===== src/rtl/window_read_arbiter.sv =====
// Round-robin arbiter for the match-engine window buffer read port.
// Grants at most one read per cycle, tracks the requester of each read
// through a tag pipeline that advances with buf_read_enable, and returns
// data/unsafe to the originating requester. Issues flush reads to drain
// results when nobody is requesting.

`ifndef ADDR_WIDTH
`define ADDR_WIDTH 32
`endif
`ifndef MATCH_PU_WIDTH
`define MATCH_PU_WIDTH 8
`endif

module window_read_arbiter #(
    parameter int unsigned NUM_REQ   = 4,
    parameter int unsigned REQ_IDX_W = 2,
    // Must be at least 2: the last stage never needs a further shift.
    parameter int unsigned READ_LAT  = 4
) (
    input  logic                              clk,
    input  logic                              rst,
    input  logic [NUM_REQ-1:0]                req_valid,
    input  logic [NUM_REQ*`ADDR_WIDTH-1:0]    req_addr,
    output logic [NUM_REQ-1:0]                req_ready,
    input  logic                              grant_hold,
    output logic [NUM_REQ-1:0]                resp_valid,
    output logic [`MATCH_PU_WIDTH*8-1:0]      resp_data,
    output logic                              resp_unsafe,
    output logic                              buf_read_enable,
    output logic [`ADDR_WIDTH-1:0]            buf_read_address,
    input  logic [`MATCH_PU_WIDTH*8-1:0]      buf_read_data,
    input  logic                              buf_read_unsafe,
    output logic                              busy
);

    localparam int unsigned AW = `ADDR_WIDTH;

    // Round-robin pointer: index of the last granted requester.
    logic [REQ_IDX_W-1:0] rr_q, rr_d;

    // Last issued address, replayed on flush reads.
    logic [AW-1:0] addr_q, addr_d;

    // Tag pipeline: one {valid, idx} per outstanding buffer read stage.
    logic [READ_LAT-1:0]  tag_vld_q, tag_vld_d;
    logic [REQ_IDX_W-1:0] tag_idx_q [READ_LAT];
    logic [REQ_IDX_W-1:0] tag_idx_d [READ_LAT];

    // Set on every pipeline shift; keeps a parked last-stage tag from
    // strobing resp_valid more than once.
    logic fresh_q, fresh_d;

    logic                 grant_vld;
    logic [REQ_IDX_W-1:0] grant_idx;
    logic [REQ_IDX_W-1:0] cand;
    logic [AW-1:0]        grant_addr;
    logic                 inflight_any;
    logic                 resp_pending;

    // Round-robin search starting one past the last grant; the index wraps
    // naturally because NUM_REQ is a power of two.
    always_comb begin
        grant_vld = 1'b0;
        grant_idx = '0;
        cand      = '0;
        req_ready = '0;
        if (!grant_hold) begin
            for (int unsigned k = 1; k <= NUM_REQ; k++) begin
                cand = rr_q + REQ_IDX_W'(k);
                if (!grant_vld && req_valid[cand]) begin
                    grant_vld = 1'b1;
                    grant_idx = cand;
                end
            end
        end
        if (grant_vld) begin
            req_ready[grant_idx] = 1'b1;
        end
    end

    assign grant_addr = req_addr[grant_idx*AW +: AW];

    // A tag in the last stage already has its data at the buffer outputs,
    // so only the earlier stages need further read_enable edges.
    assign inflight_any = |tag_vld_q[READ_LAT-2:0];

    assign buf_read_enable  = grant_vld | inflight_any;
    assign buf_read_address = grant_vld ? grant_addr : addr_q;

    // Next-state for pointer, address register, tag pipeline and fresh bit.
    always_comb begin
        rr_d      = rr_q;
        addr_d    = addr_q;
        tag_vld_d = tag_vld_q;
        tag_idx_d = tag_idx_q;
        fresh_d   = buf_read_enable;
        if (grant_vld) begin
            rr_d   = grant_idx;
            addr_d = grant_addr;
        end
        if (buf_read_enable) begin
            tag_vld_d[0] = grant_vld;
            tag_idx_d[0] = grant_idx;
            for (int unsigned s = 1; s < READ_LAT; s++) begin
                tag_vld_d[s] = tag_vld_q[s-1];
                tag_idx_d[s] = tag_idx_q[s-1];
            end
        end
    end

    // State registers with synchronous reset; reset drops in-flight reads.
    always_ff @(posedge clk) begin
        if (rst) begin
            rr_q      <= REQ_IDX_W'(NUM_REQ - 1);
            addr_q    <= '0;
            tag_vld_q <= '0;
            fresh_q   <= 1'b0;
            for (int unsigned s = 0; s < READ_LAT; s++) begin
                tag_idx_q[s] <= '0;
            end
        end else begin
            rr_q      <= rr_d;
            addr_q    <= addr_d;
            tag_vld_q <= tag_vld_d;
            fresh_q   <= fresh_d;
            tag_idx_q <= tag_idx_d;
        end
    end

    assign resp_pending = fresh_q & tag_vld_q[READ_LAT-1];

    // Response steering: strobe the owner of the last-stage tag once.
    always_comb begin
        resp_valid = '0;
        if (resp_pending) begin
            resp_valid[tag_idx_q[READ_LAT-1]] = 1'b1;
        end
    end

    assign resp_data   = buf_read_data;
    assign resp_unsafe = buf_read_unsafe;

    // Include the response cycle so busy covers every undelivered read.
    assign busy = inflight_any | resp_pending | (|req_valid);

endmodule


===== config.mk =====
export PLATFORM = sky130hd
export DESIGN_NAME = window_read_arbiter
export DESIGN_NICKNAME = d
export VERILOG_FILES = /design/src/rtl/window_read_arbiter.sv
export SDC_FILE = /design/constraint.sdc
export NUM_CORES = 1
export LEC_CHECK = 0
export ABC_AREA = 0
export BUFFER_PORTS_ARGS = -buffer_cell sky130_fd_sc_hd__buf_2
export CAP_MARGIN = 20
export CORE_AREA = 2 2 119 121
export CTS_CLUSTER_SIZE = 25
export DETAILED_ROUTE_END_ITERATION = 16
export DIE_AREA = 0 0 121 123
export GPL_TIMING_DRIVEN = 0
export PLACE_DENSITY_LB_ADDON = 0.1
export SYNTH_ARGS = -nofsm -noshare
export SYNTH_HDL_FRONTEND = slang
export SYNTH_SLANG_ARGS = --single-unit

===== constraint.sdc =====
create_clock -name clk -period 2.5 [get_ports clk]
set_clock_uncertainty 0.15 [all_clocks]
set_input_delay 0.125 -clock clk [delete_from_list [all_inputs] [get_ports clk]]
set_output_delay 0.125 -clock clk [all_outputs]
set_load 0.1 [all_outputs]

==> results.md <==
* Status: finished, violations left
* Violated checks: negative setup slack
* DRT Pass-1 Iters at 4
* DIE AREA at 0.0149 sq mm
* Sequential element share of the synthesized area at 27.3%
* Setup Viol. Count Final at 12
* WHS Path Cells at 3
* Leak at 2.98 nW
* Max_slew headroom at 50.1%
* Syn. warnings at 0
* Longest Clk Path Bufs at 2
* Crit path DAT at 2.25 ns
* GRT Total Usage at 18.4%
* WL final at 14800 um
* Vias/cell at 4.90
* Power Internal at 2.13 mW
* Max Fclk at 0.396 GHz
* Share of flip-flops with an asynchronous set or reset at 0%
* Post-Syn Nets at 633
* Crit Path Category: flip-flop to output pin
* Vias at 4379
* Largest net degree at the start of global routing at 16
* PD cells at 657 mW/mm^2
* 1st-iter DRT viols at 157
* Total CTS buffers at 5
* # nets final at 912
* Synth area leaders: dfxtp_1, buf_4, nand3_1, mux2_2, a32oi_1
* Switching Share at 50.4%
* Fin. Hold Viols at 0
* Avg Inst Size Synth at 7.97 sq um
* Peak per-stage delay on the critical path at 0.41 ns
* Initial Util at 25.4%
* CP most frequent cell: buf_12
* CTS tree: built
* Reg area at 946 sq um
* Fin cells at 894
* Hpwl dp at 11000 um
* Flops & latches, synth at 47
* Area share of the largest cell type after synthesis at 27.3%
* Residual DRC count at 0
* Slowest CP cell: dfxtp_4
* Number of max-cap violations at 0
* Dpl cells at 854
* Initial antenna violation count at 1
* Fillers at 1316
* Mapped Cells at 433
* CP Launch Type: flip-flop
* Combinational cell fraction of total power at 64.5%
* Worst Max-Slew Pin Slew at 0.748 ns
* Number of H-tree levels at 2
* Clk pin slew, worst setup/hold paths at 0.07 ns
* Crit-path leading delay family: compound AO/OA/AOI/OAI gates
* Worst path cell trace: nor3b_4 > a311oi_4 > buf_6 > buf_12 > mux2_1 > a22oi_2 > o21ai_4 > buf_12
* Worst path depth at 8
* Ratio of cells with drive above 1 in the final layout at 64.9%
* Clock group share of total power at 15.7%
* Post-synth top area cell: dfxtp_1
* Mapped Area at 0.00345 sq mm
* PortBufs at 240
* Most frequent cells in the layout: buf_2, buf_4, dfxtp_1, nand2_1
* Setup TNS at -0.155 ns
* Synth unique cells at 37
* Clock Latency Late Sink at 0.29 ns
* Grt ovf at 0
* EDFF count, synth at 0
* Crit path buf inv count at 3
* Detail Route Antenna Nets at 0
* Top fanout value on the critical path at 7
* Final Critical Period at 2.53 ns
* Die height at 123 um
* Multi-input logic area at 0.00248 sq mm
* DR WL/cell at 16.6 um
* Final setup margin at -0.0282 ns
* Unrepaired setup endpoints after global routing: yes
* Die width at 121 um
* Cells on worst reg2reg path at 8
* Core ar. at 0.0136 sq mm
* Sw power at 2.17 mW
* Slew Viols, Final at 0
* Period utilisation layout at 101%
* CTS sink count at 47
* Most common cell after layout, fill and taps aside: buf_2
* Worst VDD drop at 321 uV
* Worst path required time at 2.23 ns
* Io pins at 307
* Hold_ws at 0.0167 ns
* Crit. End Element: output pin
* Num rows at 43
* Global-route wire length before repair at 21500 um
* Seq pwr share at 19.8%
* Root buffer selected by CTS: clkbuf_16
* Main synth FF type: dfxtp_1
* Hold WC Path Type: input pin to flip-flop
* Number of global-route vias before repair at 4282
* P&R area growth vs syn at 89.8%
* Placer Congestion at 0.784
synth_stat cells, drive strengths merged (12+ instances only):
cell type	n
nand3	60
a32oi	26
a31oi	19
nand2	37
clkbuf	26
mux2	32
o221ai	19
buf	75
a22oi	13
o21ai	27
a21oi	12
dfxtp	47
worst register-to-register path, stage by stage (launching register included):
cell	delay (ns)
dfxtp_4	0.38
nor3b_4	0.22
a311oi_4	0.08
buf_4	0.16
buf_4	0.12
a2111oi_2	0.45
clkbuf_1	0.44
a32oi_1	0.10
o21ai_0	0.10
final timing paths:
| check | slack [ns] | start | to |
|---|---|---|---|
| max reg2reg | 0.22 | rr_q[1]$_SDFFE_PP1P_ | addr_q[2]$_SDFF_PP0_ |
| min | 0.02 | req_addr[80] | addr_q[16]$_SDFF_PP0_ |
| max | -0.03 | rr_q[1]$_SDFFE_PP1P_ | buf_read_address[4] |
| min reg2reg | 0.31 | tag_idx_q[2]$_SDFFE_PP0P_ | tag_idx_q[2]$_SDFFE_PP0P_ |
flip-flops by register name (all words and copies together), names as in the netlist:
signal,flops
tag_idx_q,8
addr_q,32
tag_vld_q,4
rr_q,2
fresh_q,1
final cells by class:
type                    count  area share, %
clock buffers               5           1.91
multi-input cells         280           37.8
plain buffers             101           11.0
well taps                 180           3.44
clock inverters             3          0.306
inverters                   5          0.287
flip-flops and latches     47           14.4
repair buffers            272           30.8
diodes                      1         0.0382
power by group through the flow:
stage | combinational (mW) | sequential [mW] | clock [mW]
2_1_floorplan | 1.77 | 0.856 | 0
3_3_place_gp | 2.16 | 0.861 | 0
3_5_place_dp | 2.17 | 0.863 | 0
4_1_cts | 2.64 | 0.846 | 0.699
5_1_grt | 2.88 | 0.858 | 0.734
6_report | 2.77 | 0.852 | 0.675
layer usage:
metal / share of wire, % / GRT usage (%) / vias up / routed length (um)
met3: 7.8 / 3.32 / 11 / 1150
met1: 40 / 21.6 / 2037 / 5940
li1: - / - / 2118 / -
met5: 0 / 0 / - / 0
met2: 51 / 34.5 / 213 / 7560
met4: 1.1 / 4.22 / 0 / 159
kinds of logic after synthesis:
kind of cell,after synthesis,synth area share [%]
compound gates,124,25.8
mux,32,10.4
simple gates,124,16.9
buf+inv,106,19.6
flops,47,27.3
timing repair:
action / CTS / global route
pin swaps: 7 / 16
hold endpoints to repair: 13 / 0
hold buffers: 14 / 0
gates cloned: 3 / 2
resized for setup: 181 / 66
endpoints found under the setup margin: 36 / 42
buffers inserted: 9 / 4
per-stage QoR:
stage	power [mW]	cell area, sq um	setup WS [ns]	util (%)
after floorplan	2.62	3680	-0.338	-
after global placement	3.02	5110	-0.431	37.5
after detailed placement	3.04	5120	-0.447	37.6
after CTS	4.19	6170	-0.0620	45.4
after global routing	4.47	6550	-0.101	48.1
final	4.30	6550	-0.0282	48.1
Note: power is estimated with default switching activity, not from simulation.
